==> config.mk <==
export PLATFORM = sky130hd
export DESIGN_NAME = execute_mc
export DESIGN_NICKNAME = d
export VERILOG_FILES = /design/src/rtl/execute_mc.sv
export SDC_FILE = /design/constraint.sdc
export NUM_CORES = 1
export LEC_CHECK = 0
export BUFFER_PORTS_ARGS = -buffer_cell sky130_fd_sc_hd__buf_2
export CORE_ASPECT_RATIO = 0.75
export CORE_MARGIN = 2
export CORE_UTILIZATION = 35
export CTS_CLUSTER_DIAMETER = 50
export DETAILED_ROUTE_END_ITERATION = 6
export MAX_ROUTING_LAYER = met4
export PLACE_DENSITY_LB_ADDON = 0.15
export SYNTH_ARGS = -nofsm -noshare
export SYNTH_HDL_FRONTEND = slang
export SYNTH_SLANG_ARGS = --single-unit
==> constraint.sdc <==
create_clock -name clock -period 4.9 [get_ports clock]
set_clock_uncertainty 0.1 [all_clocks]
set_input_delay 0.98 -clock clock [delete_from_list [all_inputs] [get_ports clock]]
set_output_delay 0.98 -clock clock [all_outputs]
set_load 0.005 [all_outputs]
==> src/rtl/execute_mc.sv <==
// execute_mc -- execute stage with single-cycle ALU ops plus iterative
// unsigned multiply (shift-add) and divide (restoring), one bit per cycle.
//
// Ports
//   clock, reset        : single clock, synchronous active-high reset
//   in_valid / in_ready : operation handshake; ready only while idle
//   op                  : 0 ADD 1 SUB 2 AND 3 OR 4 SLT 5 SLTU 6 LUI 7 LINK
//                         8 MULTU 9 DIVU 10 MFHI 11 MFLO, 12-15 reserved
//   register_rs/rt      : A and B register operands
//   sign_extend         : extended immediate (B when alusrc=1)
//   alusrc, branch, regdst, link : operand / branch / destination selects
//   pc4                 : PC+4 of the operation
//   wreg_rd, wreg_rt    : candidate destination registers
//   out_valid           : one-cycle result pulse, no backpressure
//   alu_result, branch_addr, do_branch, reg_write, wreg_address : results
//
// State table
//   ST_IDLE | accepting operations, single-cycle ops complete from here
//   ST_MUL  | MULTU shift-add iterations, inputs ignored
//   ST_DIV  | DIVU restoring iterations, inputs ignored
module execute_mc #(
    parameter int WIDTH = 32
) (
    input  logic             clock,
    input  logic             reset,
    input  logic             in_valid,
    output logic             in_ready,
    input  logic [3:0]       op,
    input  logic [WIDTH-1:0] register_rs,
    input  logic [WIDTH-1:0] register_rt,
    input  logic [WIDTH-1:0] sign_extend,
    input  logic             alusrc,
    input  logic             branch,
    input  logic             regdst,
    input  logic             link,
    input  logic [WIDTH-1:0] pc4,
    input  logic [4:0]       wreg_rd,
    input  logic [4:0]       wreg_rt,
    output logic             out_valid,
    output logic [WIDTH-1:0] alu_result,
    output logic [WIDTH-1:0] branch_addr,
    output logic             do_branch,
    output logic             reg_write,
    output logic [4:0]       wreg_address
);

    localparam int CW = $clog2(WIDTH) + 1;
    localparam logic [CW-1:0] LAST_ITER = CW'(WIDTH - 1);

    localparam logic [3:0] OP_ADD   = 4'd0;
    localparam logic [3:0] OP_SUB   = 4'd1;
    localparam logic [3:0] OP_AND   = 4'd2;
    localparam logic [3:0] OP_OR    = 4'd3;
    localparam logic [3:0] OP_SLT   = 4'd4;
    localparam logic [3:0] OP_SLTU  = 4'd5;
    localparam logic [3:0] OP_LUI   = 4'd6;
    localparam logic [3:0] OP_LINK  = 4'd7;
    localparam logic [3:0] OP_MULTU = 4'd8;
    localparam logic [3:0] OP_DIVU  = 4'd9;
    localparam logic [3:0] OP_MFHI  = 4'd10;
    localparam logic [3:0] OP_MFLO  = 4'd11;

    typedef enum logic [1:0] {
        ST_IDLE = 2'd0,
        ST_MUL  = 2'd1,
        ST_DIV  = 2'd2
    } state_t;

    state_t             state;
    logic [CW-1:0]      iter_cnt;
    logic [WIDTH-1:0]   hi;
    logic [WIDTH-1:0]   lo;
    // Multiplicand (MUL) or divisor (DIV), held for the whole operation.
    logic [WIDTH-1:0]   opnd;
    // MUL: {partial product high, remaining multiplier bits / product low}
    // DIV: {partial remainder, dividend bits shifting into quotient}
    logic [2*WIDTH-1:0] acc;

    logic [WIDTH-1:0]   operand_b;
    logic [WIDTH-1:0]   sc_result;
    logic               sc_reg_write;
    logic               sc_do_branch;
    logic [WIDTH-1:0]   branch_target;
    logic [4:0]         dest_reg;
    logic [WIDTH:0]     mul_sum;
    logic [2*WIDTH-1:0] mul_next;
    logic [WIDTH:0]     rem_shift;
    logic [WIDTH:0]     div_trial;
    logic [2*WIDTH-1:0] div_next;

    assign in_ready = (state == ST_IDLE);

    always_comb begin
        operand_b     = alusrc ? sign_extend : register_rt;
        branch_target = pc4 + (sign_extend << 2);
        dest_reg      = link ? 5'd31 : (regdst ? wreg_rd : wreg_rt);

        sc_result = '0;
        case (op)
            OP_ADD:  sc_result = register_rs + operand_b;
            OP_SUB:  sc_result = register_rs - operand_b;
            OP_AND:  sc_result = register_rs & operand_b;
            OP_OR:   sc_result = register_rs | operand_b;
            OP_SLT:  sc_result = {{(WIDTH-1){1'b0}},
                                  ($signed(register_rs) < $signed(operand_b))};
            OP_SLTU: sc_result = {{(WIDTH-1){1'b0}}, (register_rs < operand_b)};
            OP_LUI:  sc_result = {operand_b[WIDTH/2-1:0], {(WIDTH/2){1'b0}}};
            OP_LINK: sc_result = pc4;
            OP_MFHI: sc_result = hi;
            OP_MFLO: sc_result = lo;
            default: sc_result = '0;
        endcase

        sc_reg_write = (op <= OP_LINK) || (op == OP_MFHI) || (op == OP_MFLO);
        sc_do_branch = (op == OP_SUB) && branch && (sc_result == '0);

        // One shift-add step: conditionally add multiplicand into the high
        // half, then shift the whole accumulator right (carry enters at top).
        mul_sum  = {1'b0, acc[2*WIDTH-1:WIDTH]} + (acc[0] ? {1'b0, opnd} : '0);
        mul_next = {mul_sum, acc[WIDTH-1:1]};

        // One restoring step: shift the next dividend bit into the remainder
        // and keep the subtraction only when it does not go negative.
        rem_shift = {acc[2*WIDTH-1:WIDTH], acc[WIDTH-1]};
        div_trial = rem_shift - {1'b0, opnd};
        if (div_trial[WIDTH])
            div_next = {rem_shift[WIDTH-1:0], acc[WIDTH-2:0], 1'b0};
        else
            div_next = {div_trial[WIDTH-1:0], acc[WIDTH-2:0], 1'b1};
    end

    always_ff @(posedge clock) begin
        if (reset) begin
            state        <= ST_IDLE;
            iter_cnt     <= '0;
            hi           <= '0;
            lo           <= '0;
            opnd         <= '0;
            acc          <= '0;
            out_valid    <= 1'b0;
            alu_result   <= '0;
            branch_addr  <= '0;
            do_branch    <= 1'b0;
            reg_write    <= 1'b0;
            wreg_address <= '0;
        end else begin
            out_valid <= 1'b0;
            case (state)
                ST_IDLE: begin
                    if (in_valid) begin
                        iter_cnt     <= '0;
                        branch_addr  <= branch_target;
                        wreg_address <= dest_reg;
                        case (op)
                            OP_MULTU: begin
                                state     <= ST_MUL;
                                opnd      <= register_rs;
                                acc       <= {{WIDTH{1'b0}}, operand_b};
                                reg_write <= 1'b0;
                                do_branch <= 1'b0;
                            end
                            OP_DIVU: begin
                                reg_write <= 1'b0;
                                do_branch <= 1'b0;
                                if (operand_b == '0) begin
                                    // Divide by zero finishes immediately.
                                    out_valid  <= 1'b1;
                                    alu_result <= '1;
                                    lo         <= '1;
                                    hi         <= register_rs;
                                end else begin
                                    state <= ST_DIV;
                                    opnd  <= operand_b;
                                    acc   <= {{WIDTH{1'b0}}, register_rs};
                                end
                            end
                            default: begin
                                out_valid  <= 1'b1;
                                alu_result <= sc_result;
                                reg_write  <= sc_reg_write;
                                do_branch  <= sc_do_branch;
                            end
                        endcase
                    end
                end
                ST_MUL: begin
                    acc <= mul_next;
                    if (iter_cnt == LAST_ITER) begin
                        state      <= ST_IDLE;
                        hi         <= mul_next[2*WIDTH-1:WIDTH];
                        lo         <= mul_next[WIDTH-1:0];
                        alu_result <= mul_next[WIDTH-1:0];
                        out_valid  <= 1'b1;
                    end else begin
                        iter_cnt <= iter_cnt + CW'(1);
                    end
                end
                ST_DIV: begin
                    acc <= div_next;
                    if (iter_cnt == LAST_ITER) begin
                        state      <= ST_IDLE;
                        hi         <= div_next[2*WIDTH-1:WIDTH];
                        lo         <= div_next[WIDTH-1:0];
                        alu_result <= div_next[WIDTH-1:0];
                        out_valid  <= 1'b1;
                    end else begin
                        iter_cnt <= iter_cnt + CW'(1);
                    end
                end
                default: state <= ST_IDLE;
            endcase
        end
    end

endmodule

==> run summary <==
outcome -> complete, but fails checks
failing checks -> DRC
gr ovfl total -> 0
Die H -> 220 um
fin crit period -> 4.75 ns
Worst Setup Slack, final -> 0.151 ns
count of clock tree sinks -> 240
Crit Path Category -> in2reg
largest net degree at the start of global routing -> 84
Post-Route Utilization -> 0.465
Cells after DPL -> 4340
area leader, netlist -> dfxtp_1
Worst Setup End Kind -> flop
Hold Vio Cnt, Final -> 0
post-detail-place hpwl -> 103000 um
CP required -> 5.18 ns
RSZ-0062 raised after global routing -> true
leakage -> 12.9 nW
Hold WC Path Type -> reg2reg
die footprint -> 0.0640 mm2
Rel. slew slack -> 0.0449
max-cap viol count -> 0
non-filler cells, final -> 4419
Seq/Total Area, Yosys -> 0.221
via count -> 26900
post-route setup TNS -> 0 ns
die width -> 292 um
reg-to-reg slack, setup -> 0.27 ns
fmax -> 211 MHz
Max VDD drop -> 0.000226 V
ys async rst share -> 0
final cycle utilization of the critical path -> 0.969
first-pass GRT wire length -> 177000 um
Initial Util -> 0.352
critical-path cell list -> buf_2, buf_12, buf_12, mux2i_1, buf_4, inv_1, ha_1, buf_4, a21oi_1, o21bai_1, a221oi_2, buf_4, a21oi_2, nor3_2, buf_4, o31ai_1, a211o_1, a21o_1, xor2_1, a211oi_2, a211o_1, a21oi_1
hold buffer count at CTS -> 0
aggregate global-route resource usage -> 0.391
Hold WS -> 0.353 ns
floorplan row count -> 79
Nets -> 3918
vias in the first global route -> 24900
EDFF count, synth -> 0
CP startpoint kind -> input port
worst skew pair latency -> 0.58 ns
initial antenna violation count -> 14
most common cell in the netlist -> nor2_1
Max clock buf depth -> 3
Routed Antenna Nets -> 0
crit-path max FO -> 10
worst slack at placement -> -0.511 ns
Synth Flop Type -> dfxtp_1
critical path arrival -> 5.03 ns
IO Pins -> 222
Tightest Pin Transition -> 1.43 ns
Cell Pwr Density -> 306 mW/mm2
Distinct cells, synth -> 96
drt first-iter violations -> 3265
IO Port Bufs -> 221
Syn Area/Cell -> 7.30 um2
Syn Nets -> 3321
critical path's slowest cell -> a221oi_2
Syn. warnings -> 0
Num CTS Buffers -> 36
top cell type's share of synthesized area -> 0.221
Seq cells post-synth -> 240
share of cells above drive strength 1 -> 0.249
H-tree Lvls -> 2
synth cell count leaders -> nor2_1 (327), a21oi_1 (326), nand2_1 (281), dfxtp_1 (240), ha_1 (195)
vias per cell -> 6.08
DRC -> 12
area grow syn2layout -> 32.3%
crit-path max cell delay -> 0.31 ns
crit-path most repeated cell -> buf_4
CTS tree -> built
Initial DRT Pass Iterations -> 7
drt total wl -> 125000 um
max-slew violations -> 0
cells after synthesis -> 2972
routability congestion estimate -> 1.04
final setup vio count -> 0
Synth Cell Area -> 0.0217 mm2
Core Region -> 0.0617 mm2
wire per inst -> 28.4 um
top area cells in the synthesized netlist -> dfxtp_1 (22%), ha_1 (11%), a21oi_1 (7.5%), nor2_1 (5.7%), nand2_1 (4.9%)
CTS root buf -> clkbuf_16
Clock transition at path regs -> 0.06 ns
==> state kept, by name, summed over array words and instances (netlist names), 5 cells and up <==
| name | cells |
|---|---|
| acc | 64 |
| alu_result | 32 |
| branch_addr | 32 |
| hi | 32 |
| iter_cnt | 6 |
| lo | 32 |
| opnd | 32 |
| wreg_address | 5 |
==> critical path, delay by kind of cell <==
family / cells / cell delay (ns)
xor+xnor: 1 / 0.14
compound gates: 10 / 1.89
mux: 1 / 0.26
buf+inv: 8 / 1.25
simple gates: 1 / 0.24
fa+ha+maj: 1 / 0.23
==> logic make-up (layout without fill, tap and decap cells) <==
family          count (synthesis)  count (layout)  synth area share
fa+ha+maj                     200             200             0.117
buf+inv                       347             972            0.0622
other cells                     0              12                 0
compound gates               1043            1043             0.317
xor+xnor                       92              92            0.0371
simple gates                  969             969             0.205
mux                            81              81            0.0394
flops                         240             240             0.221
==> layout by cell type (no fill, tap or decap), types with 70 or more instances in the layout <==
master / count
a21oi_1: 322
buf_2: 220
o21ai_0: 167
buf_4: 508
ha_1: 191
a211oi_1: 98
dfxtp_1: 240
nor3_1: 70
nor2_1: 325
inv_1: 161
nand2_1: 279
==> timing repair <==
action	4_1_cts	5_1_grt
resized for setup	0	23
buffers inserted	0	1
endpoints found under the setup margin	0	6
==> metal layers <==
metal	routed length, um	track usage
met5	0	-
met4	3110	0.0875
met3	14900	0.0958
met2	49100	0.540
met1	58400	0.565
==> metrics by stage <==
step / power, mW / instance area (um2)
after floorplan: 3.98 / 21700
after global placement: 5.75 / 27200
after detailed placement: 5.75 / 27200
after CTS: 8.65 / 28600
after global routing: 9.08 / 28700
final: 8.78 / 28700
==> worst paths after layout <==
check,start,endpoint,cells past startpoint
worst max register to register,acc[31],hi[4],18
worst max-delay path,alusrc,alu_result[30],22
worst min register to register,branch_addr[18],branch_addr[18],2
worst min-delay path,branch_addr[18],branch_addr[18],2
==> report_power, final <==
group	switching (mW)	total (mW)	internal (mW)	leakage, nW
combinational	2.19	3.56	1.36	10.3
clock	1.13	2.91	1.78	0.634
sequential	0.175	2.32	2.14	1.95
==> layout make-up <==
type / instances / area [um2]
clock buffers: 44 / 981
flip-flops and latches: 240 / 4800
multi-input cells: 2385 / 15700
inverters: 164 / 616
clock inverters: 22 / 343
fillers: 6259 / 33000
repair buffers: 742 / 5190
well taps: 810 / 1010
diodes: 12 / 30.0
Note: power is estimated with default switching activity, not from simulation.
